## src/rtl/trigger_pkg.sv

```systemverilog
// trigger_pkg: shared state, mode and channel-limit definitions for trigger_gen
package trigger_pkg;
   typedef enum logic {ST_IDLE, ST_RUN} state_t;
   localparam logic MODE_PERIODIC = 1'b0;
   localparam logic MODE_ONESHOT = 1'b1;
   localparam int MAX_CH = 16;
endpackage

```

## src/rtl/trigger_chan.sv

```systemverilog
// trigger_chan: one trigger channel with shadowed delay/width and a registered window compare
module trigger_chan #(
   parameter int CNT_W = 32
) (
   input  logic             clk,
   input  logic             rst,
   input  logic [CNT_W-1:0] cnt,
   input  logic             run,
   input  logic             latch,
   input  logic             clear,
   input  logic [CNT_W-1:0] delay,
   input  logic [CNT_W-1:0] width,
   output logic             tx
);
   logic [CNT_W-1:0] delay_s, width_s;
   logic [CNT_W:0]   window_end;
   logic             hit;
   // The window end carries an extra bit so delay + width never wraps.
   always_comb begin
      window_end = {1'b0, delay_s} + {1'b0, width_s};
      hit = run && cnt >= delay_s && {1'b0, cnt} < window_end;
   end
   always_ff @(posedge clk) begin
      if (rst) begin
         delay_s <= '0;
         width_s <= '0;
         tx <= 1'b0;
      end else begin
         if (latch) begin
            delay_s <= delay;
            width_s <= width;
         end
         tx <= clear ? 1'b0 : hit;
      end
   end
endmodule

```

## src/rtl/trigger_gen.sv

```systemverilog
// trigger_gen: multi-channel trigger generator with a shared base counter and one-shot/periodic runs
module trigger_gen
   import trigger_pkg::*;
#(
   parameter int CNT_W = 32,
   parameter int NUM_CH = 4
) (
   input  logic                    clk,
   input  logic                    rst,
   input  logic                    start,
   input  logic                    stop,
   input  logic                    mode,
   input  logic [CNT_W-1:0]        period,
   input  logic [NUM_CH*CNT_W-1:0] ch_delay,
   input  logic [NUM_CH*CNT_W-1:0] ch_width,
   output logic [NUM_CH-1:0]       tx,
   output logic                    busy,
   output logic                    done,
   output logic                    err
);
   state_t           state;
   logic [CNT_W-1:0] cnt, period_s;
   logic             mode_s, run, wrap, stop_now, accept, latch;
   always_comb begin
      run = state == ST_RUN;
      wrap = cnt == period_s - CNT_W'(1);
      stop_now = run && stop;
      accept = !run && start && period != '0;
      // Periodic runs pick up new configuration only at a period boundary.
      latch = accept || (run && !stop && wrap && mode_s == MODE_PERIODIC);
   end
   assign busy = run;
   always_ff @(posedge clk) begin
      if (rst) begin
         state <= ST_IDLE;
         cnt <= '0;
         period_s <= '0;
         mode_s <= MODE_PERIODIC;
         done <= 1'b0;
         err <= 1'b0;
      end else begin
         done <= run && !stop && wrap;
         err <= !run && start && period == '0;
         if (stop_now) begin
            state <= ST_IDLE;
            cnt <= '0;
         end else if (run && wrap) begin
            cnt <= '0;
            if (mode_s == MODE_ONESHOT) state <= ST_IDLE;
            else period_s <= period;
         end else if (run) begin
            cnt <= cnt + CNT_W'(1);
         end else if (accept) begin
            state <= ST_RUN;
            cnt <= '0;
            mode_s <= mode;
            period_s <= period;
         end
      end
   end
   for (genvar i = 0; i < NUM_CH; i++) begin : g_ch
      trigger_chan #(.CNT_W(CNT_W)) u_chan (
         .clk  (clk),
         .rst  (rst),
         .cnt  (cnt),
         .run  (run),
         .latch(latch),
         .clear(stop_now),
         .delay(ch_delay[i*CNT_W +: CNT_W]),
         .width(ch_width[i*CNT_W +: CNT_W]),
         .tx   (tx[i])
      );
   end
endmodule

```

## config.mk

```make
export PLATFORM = sky130hd
export DESIGN_NAME = trigger_gen
export DESIGN_NICKNAME = d
export VERILOG_FILES = /design/src/rtl/trigger_pkg.sv /design/src/rtl/trigger_chan.sv /design/src/rtl/trigger_gen.sv
export SDC_FILE = /design/constraint.sdc
export NUM_CORES = 1
export LEC_CHECK = 0
export CORE_AREA = 3 3 223 225
export CTS_BUF_LIST = sky130_fd_sc_hd__clkbuf_8
export DETAILED_ROUTE_END_ITERATION = 6
export DIE_AREA = 0 0 226 228
export GPL_ROUTABILITY_DRIVEN = 0
export PLACE_DENSITY = 0.91
export SLEW_MARGIN = 40
export SYNTH_ARGS = -nofsm -noshare
export SYNTH_HDL_FRONTEND = slang
export SYNTH_SLANG_ARGS = --single-unit
export TNS_END_PERCENT = 1
```

## constraint.sdc

```tcl
create_clock -name clk -period 4.5 [get_ports clk]
set_clock_uncertainty 0.2 [all_clocks]
set_input_delay 1.35 -clock clk [delete_from_list [all_inputs] [get_ports clk]]
set_output_delay 1.35 -clock clk [all_outputs]
set_load 0.05 [all_outputs]
```

Yosys cells after proc, flatten, opt, wreduce, memory -nomap -nowiden
Index checks and enable logic that the tools add are counted.
{"block": "totals", "input_bits": 293, "wordCells": 77, "romBits": 0, "register_bits": 328, "memories": 0, "latch_bits": 0, "ram_bits": 0}
{"block": "op_classes", "eq_ne": 4, "order_cmp": 8, "shifts": 0, "n_mul": 0, "div": 0, "n_reduce_logical": 27, "bitwise": 4, "addsub": 6, "mux": 10}
{"cell": "$mux 32", "n": 6}
{"cell": "$add 32x32->33", "n": 4}
{"cell": "$lt 32x33->1", "n": 4}
{"cell": "$ge 32x32->1", "n": 4}
{"cell": "$add 32x1->32 const B", "n": 1}
{"cell": "$eq 32x32->1", "n": 1}
{"cell": "$logic_not 32->1", "n": 1}
{"cell": "$reduce_bool 32->1", "n": 1}
{"cell": "$sub 32x1->32 const B", "n": 1}
{"cell": "$logic_and 1x1->1", "n": 16}
{"cell": "$reduce_and 4->1", "n": 2}
{"cell": "$mux 1", "n": 4}
{"cell": "$ne 2x2->1 const B", "n": 2}
{"cell": "$not 1->1", "n": 4}
{"cell": "$reduce_bool 2->1", "n": 2}
{"cell": "$reduce_or 3->1", "n": 1}
{"cell": "$logic_not 1->1", "n": 2}
{"cell": "$ne 2x1->1 const B", "n": 1}
{"cell": "$reduce_or 2->1", "n": 1}
{"cell": "$logic_or 1x1->1", "n": 1}

Depth between registers and ports, before layout
{"block": "depth", "ltp_word": 6, "depth_mapped": 21, "depth_no_buf": 21}

Modules after synthesis
A second synthesis with hierarchy kept.
{"block": "unflattened", "hier_cells": 3012, "area_unflattened_um2": 25898.6}
{"module": "trigger_chan at g_ch[2].u_chan ...", "area_each_um2": 5353.9, "seq_area_each_um2": 1301.2, "instances": 2, "cells_per_inst": 616}
{"module": "trigger_chan at g_ch[0].u_chan", "area_each_um2": 5352.6, "seq_area_each_um2": 1301.2, "instances": 1, "cells_per_inst": 604}
{"module": "trigger_chan at g_ch[1].u_chan", "area_each_um2": 5242.5, "seq_area_each_um2": 1301.2, "instances": 1, "cells_per_inst": 605}
{"module": "trigger_gen", "area_each_um2": 4595.7, "seq_area_each_um2": 1361.3, "instances": 1, "cells_per_inst": 571}

Worst setup path after synthesis
Ideal clock, no wire load.
{"block": "synth_path", "path_type": "reg-to-reg", "start": "register g_ch[0].u_chan.width_s[0]", "end": "register g_ch[0].u_chan.tx", "required_time_ns": 4.214, "arrival_time_ns": 4.326, "path_stages_with_launch": 22, "setup_slack_ns": -0.112, "n_path_buf": 0, "period_less_slack_ns": 4.612, "path_cell_list": "dfxtp_1 -> ha_1 -> fa_1 -> a211oi_1 -> o21ai_0 -> o211a_1 -> nor2_1 -> o21ai_0 -> a21o_1 -> a21o_1 -> a21oi_1 -> xnor2_1 -> ha_1 -> a21o_1 -> a21o_1 -> a21oi_1 -> nor2_1 -> a2111oi_0 -> nor2_1 -> o311a_1 -> o41a_1 -> a211oi_1"}
{"block": "synth_between", "elab_chain_cells": 3}
{"item": "start: declaration", "line": "trigger_chan.sv:15", "source": "logic [CNT_W-1:0] delay_s, width_s;"}
{"item": "start signal: assignment", "line": "trigger_chan.sv:31", "source": "width_s <= width;"}
{"item": "$add 32x32->33", "line": "trigger_chan.sv:20", "source": "window_end = {1'b0, delay_s} + {1'b0, width_s};"}
{"item": "$lt 32x33->1", "line": "trigger_chan.sv:21", "source": "hit = run && cnt >= delay_s && {1'b0, cnt} < window_end;"}
{"item": "$logic_and 1x1->1", "line": "trigger_chan.sv:21"}
{"item": "end signal: assignment", "line": "trigger_chan.sv:33", "source": "tx <= clear ? 1'b0 : hit;"}
{"item": "end: declaration", "line": "trigger_chan.sv:13", "source": "output logic tx"}
Every way passes these cells.
A chain may end at the register's enable or synchronous reset.

Final worst setup path
{"block": "layout_path", "start": "register g_ch[0].u_chan.delay_s[0]", "end": "register g_ch[0].u_chan.tx"}
{"block": "layout_between", "elab_chain_cells": 3}
{"item": "start: declaration", "line": "trigger_chan.sv:15"}
{"item": "start signal: assignment", "line": "trigger_chan.sv:30", "source": "delay_s <= delay;"}
{"item": "$add 32x32->33 or $ge 32x32->1 (tied branches)", "line": "trigger_chan.sv:20, trigger_chan.sv:21"}
{"item": "$lt 32x33->1 or $logic_and 1x1->1 (tied branches)", "line": "trigger_chan.sv:21"}
{"item": "$logic_and 1x1->1 *", "line": "trigger_chan.sv:21"}
Every way passes the cells marked *; elsewhere a longest branch is shown, timed or not.

==> metrics <==
CP max-delay cell=o311a_1; first-pass iteration count of the detailed router=6; antenna violations before repair=2; Reg power frac=0.386; Clock Latency Late Sink=around 670 ps; hold bufs inserted after CTS=0; Post-Syn Instances=2963; Initial DRC Count=between 1500 and 2000; Pleak=between 15 and 20 nW; Main synth FF type=dfxtp_1; TritonCTS buffer count=55; status=finished clean; Final min period=roughly 4500 ps; largest net degree at the start of global routing=about 140; residual DRC count=0; FFs w/ async S/R, synth=0; DPL Wire Length=slightly below 60000 µm; # IOs=300; vias in the first global route=about 24000; crit path kind=flop to flop; initial core utilization=0.531; GR Util All Layers=0.289; Final Cycle Share=0.994; CP cell instances=ha_4, fa_2, a211oi_2, o21ai_2, o211a_1, nor2_1, o21ai_1, a21o_1, a21o_1, a21oi_2, xnor2_1, ha_1, a21o_1, a21o_1, a21oi_2, nor2_1, a2111oi_2, nor2_1, o311a_1, o41a_1, a211oi_2; Power Dens Cells=272 nW/µm²; Site Rows=80; Slew @ Worst Pin=just under 900 ps; Final ANT Viol Nets=0; clock share of power=0.358; synth unique cells=75; Core ar.=47700 µm²; Crit. End Element=flop; root buf cell=clkbuf_8; DP Worst Slack=-447 ps; Synth Warn #=0; drt total wl=just under 80000 µm; min-delay worst type=flop to flop; Vias=about 24000; Rel. slew slack=0.410; setup TNS=0 ps; Synth top area share=0.259; switching power share of the total=0.306; cell-internal power=~6 mW; layout net count=4027; Clock transition at path regs=70 ps; CTS sink cnt=328; Gate power share=0.256; syn nets=about 3600; CP max FO=2; H-tree levels=2; Finished Core Util=0.649; Die Wd=between 200 and 250 µm; Post-synth EDFFs=0; Final setup viols=0; hold_ws=between 300 and 400 ps; Synth Area per Inst=about 8.6 µm²; Max Cap Viol=0; Buffers on Ports=around 300; most common cell after layout, fill and taps aside=nor2_1; layout cells sized above 1=0.0811; Die ar.=~52000 µm²; final hold vios=0; most used cell, CP=a21o_1; sequential area share after synthesis=0.259; WL/cell=between 15 and 20 µm; final worst slack=27.4 ps; Overall Power=about 8.4 mW; TritonCTS clock tree=done; final global-route overflow total=0; mapped cell area=25300 µm²; Yosys top cell by area=dfxtp_1; delay of the slowest critical-path stage=around 350 ps; die height=about 230 µm; mean number of vias per cell=5.95; net switching power=about 2.6 mW; Longest Clk Path Bufs=3; top post-synthesis cells by area=dfxtp_1, ha_1, mux2i_1, nor2_1, a21oi_1; Slew Limit Fails=0; flops & latches, synth=between 300 and 400; Critical Path Start Type=flop; area grow syn2layout=22.3%; global-route wire length before repair=120000 µm; worst path required time=approximately 4900 ps; Worst EP arrival=roughly 4900 ps; Peak Freq=0.224 GHz; RSZ-0062 raised after global routing=yes; antenna cells=0; VDD IR max=267 µV; most frequent cells in the layout=nor2_1, ha_1, dfxtp_1, clkdlybuf4s50_1, mux2i_1
cells in the mapped netlist (5+ instances only):
master	n
ha_1	382
buf_4	11
and4_1	9
o21bai_1	25
xor2_1	64
nand2b_1	37
a21o_1	121
o21a_1	25
a211oi_1	25
nor3b_1	5
o211ai_1	21
nand2_1	122
or4_1	8
and3_1	23
buf_6	25
a31oi_1	24
nand3_1	82
nand4_1	49
a221oi_1	7
nor4_1	26
nor2_1	395
o31a_1	7
nor3_1	41
dfxtp_1	328
or2_2	14
mux2i_1	291
or3_1	15
a21boi_0	7
o31ai_1	9
inv_1	179
o311a_1	5
nand3b_1	5
o2111ai_1	8
o21ai_0	108
xnor2_1	78
nor2b_1	32
and2_1	10
a21oi_1	192
a311oi_1	7
clkbuf_1	55
a211o_1	6
a2111oi_0	14
area by class of cell:
type	count	area, µm²
clock buffer	68	936
clock inverter	32	307
fill	3667	16700
inverter	179	672
multi-input combinational	2363	17700
sequential	328	6570
tap	615	769
timing repair buffer	421	4060
logic make-up (layout without fill, tap and decap cells):
logic type / count (synthesis) / count (layout) / share of synthesized area
flip-flops: 328 / 328 / 0.259
AND/OR/NAND/NOR: 888 / 888 / 0.166
adder cells (fa/ha/maj): 386 / 386 / 0.192
XOR/XNOR: 142 / 142 / 0.0491
AO/OA/AOI/OAI: 653 / 653 / 0.168
buffers and inverters: 272 / 700 / 0.0494
multiplexers: 294 / 294 / 0.116
per-stage QoR:
step / cells / area, µm²
2_1_floorplan: 2963 / 25300
3_3_place_gp: 3895 / 29500
3_5_place_dp: 3895 / 29500
4_1_cts: 4006 / 30900
5_1_grt: 4006 / 31000
6_report: 4006 / 31000
routing by layer:
metal / GRT usage / vias up / wire length, µm
met2: 0.484 / 926 / 35800
met4: 0.134 / 4 / 3880
met1: 0.359 / 11103 / 31900
li1: - / 11533 / -
met3: 0.0505 / 259 / 5600
met5: 0 / - / 39
critical path, delay by kind of cell, from the launching register on:
kind,cells,cell delay (ps)
AOI/OAI and AO/OA,14,2700
DFF,1,340
xor gates and xnor gates,1,130
and+or+nand+nor,3,260
adders and majority gates,3,770
power groups by stage:
| stage | logic (mW) | clock network [mW] | registers (mW) |
|---|---|---|---|
| floorplan | 1.45 | 0 | 3.25 |
| finish | 2.16 | 3.02 | 3.25 |
| global route | 2.38 | 3.20 | 3.27 |
| global placement | 2.02 | 0 | 3.30 |
| CTS | 2.12 | 3.08 | 3.25 |
| detailed placement | 2.09 | 0 | 3.31 |
worst paths after layout:
path	start	end	slack [ps]	cells past startpoint
min	g_ch[3].u_chan.width_s[18]	g_ch[3].u_chan.width_s[18]	310	2
max	g_ch[0].u_chan.delay_s[0]	g_ch[0].u_chan.tx	30	21
min reg2reg	g_ch[3].u_chan.width_s[18]	g_ch[3].u_chan.width_s[18]	310	2
max reg2reg	g_ch[0].u_chan.delay_s[0]	g_ch[0].u_chan.tx	30	21
state kept, by name, indices dropped and copies added (netlist names):
name	cells
g_ch.u_chan.delay_s	128
g_ch.u_chan.width_s	128
cnt	32
period_s	32
g_ch.u_chan.tx	4
busy	1
done	1
err	1
mode_s	1
repair_timing:
item / CTS / global route
hold endpoints to repair: 0 / 0
buffers inserted: 11 / 0
pin swaps: 24 / 19
setup endpoints to repair: 3 / 4
resized for setup: 28 / 20
No activity file was read; power rests on OpenSTA's default activity.
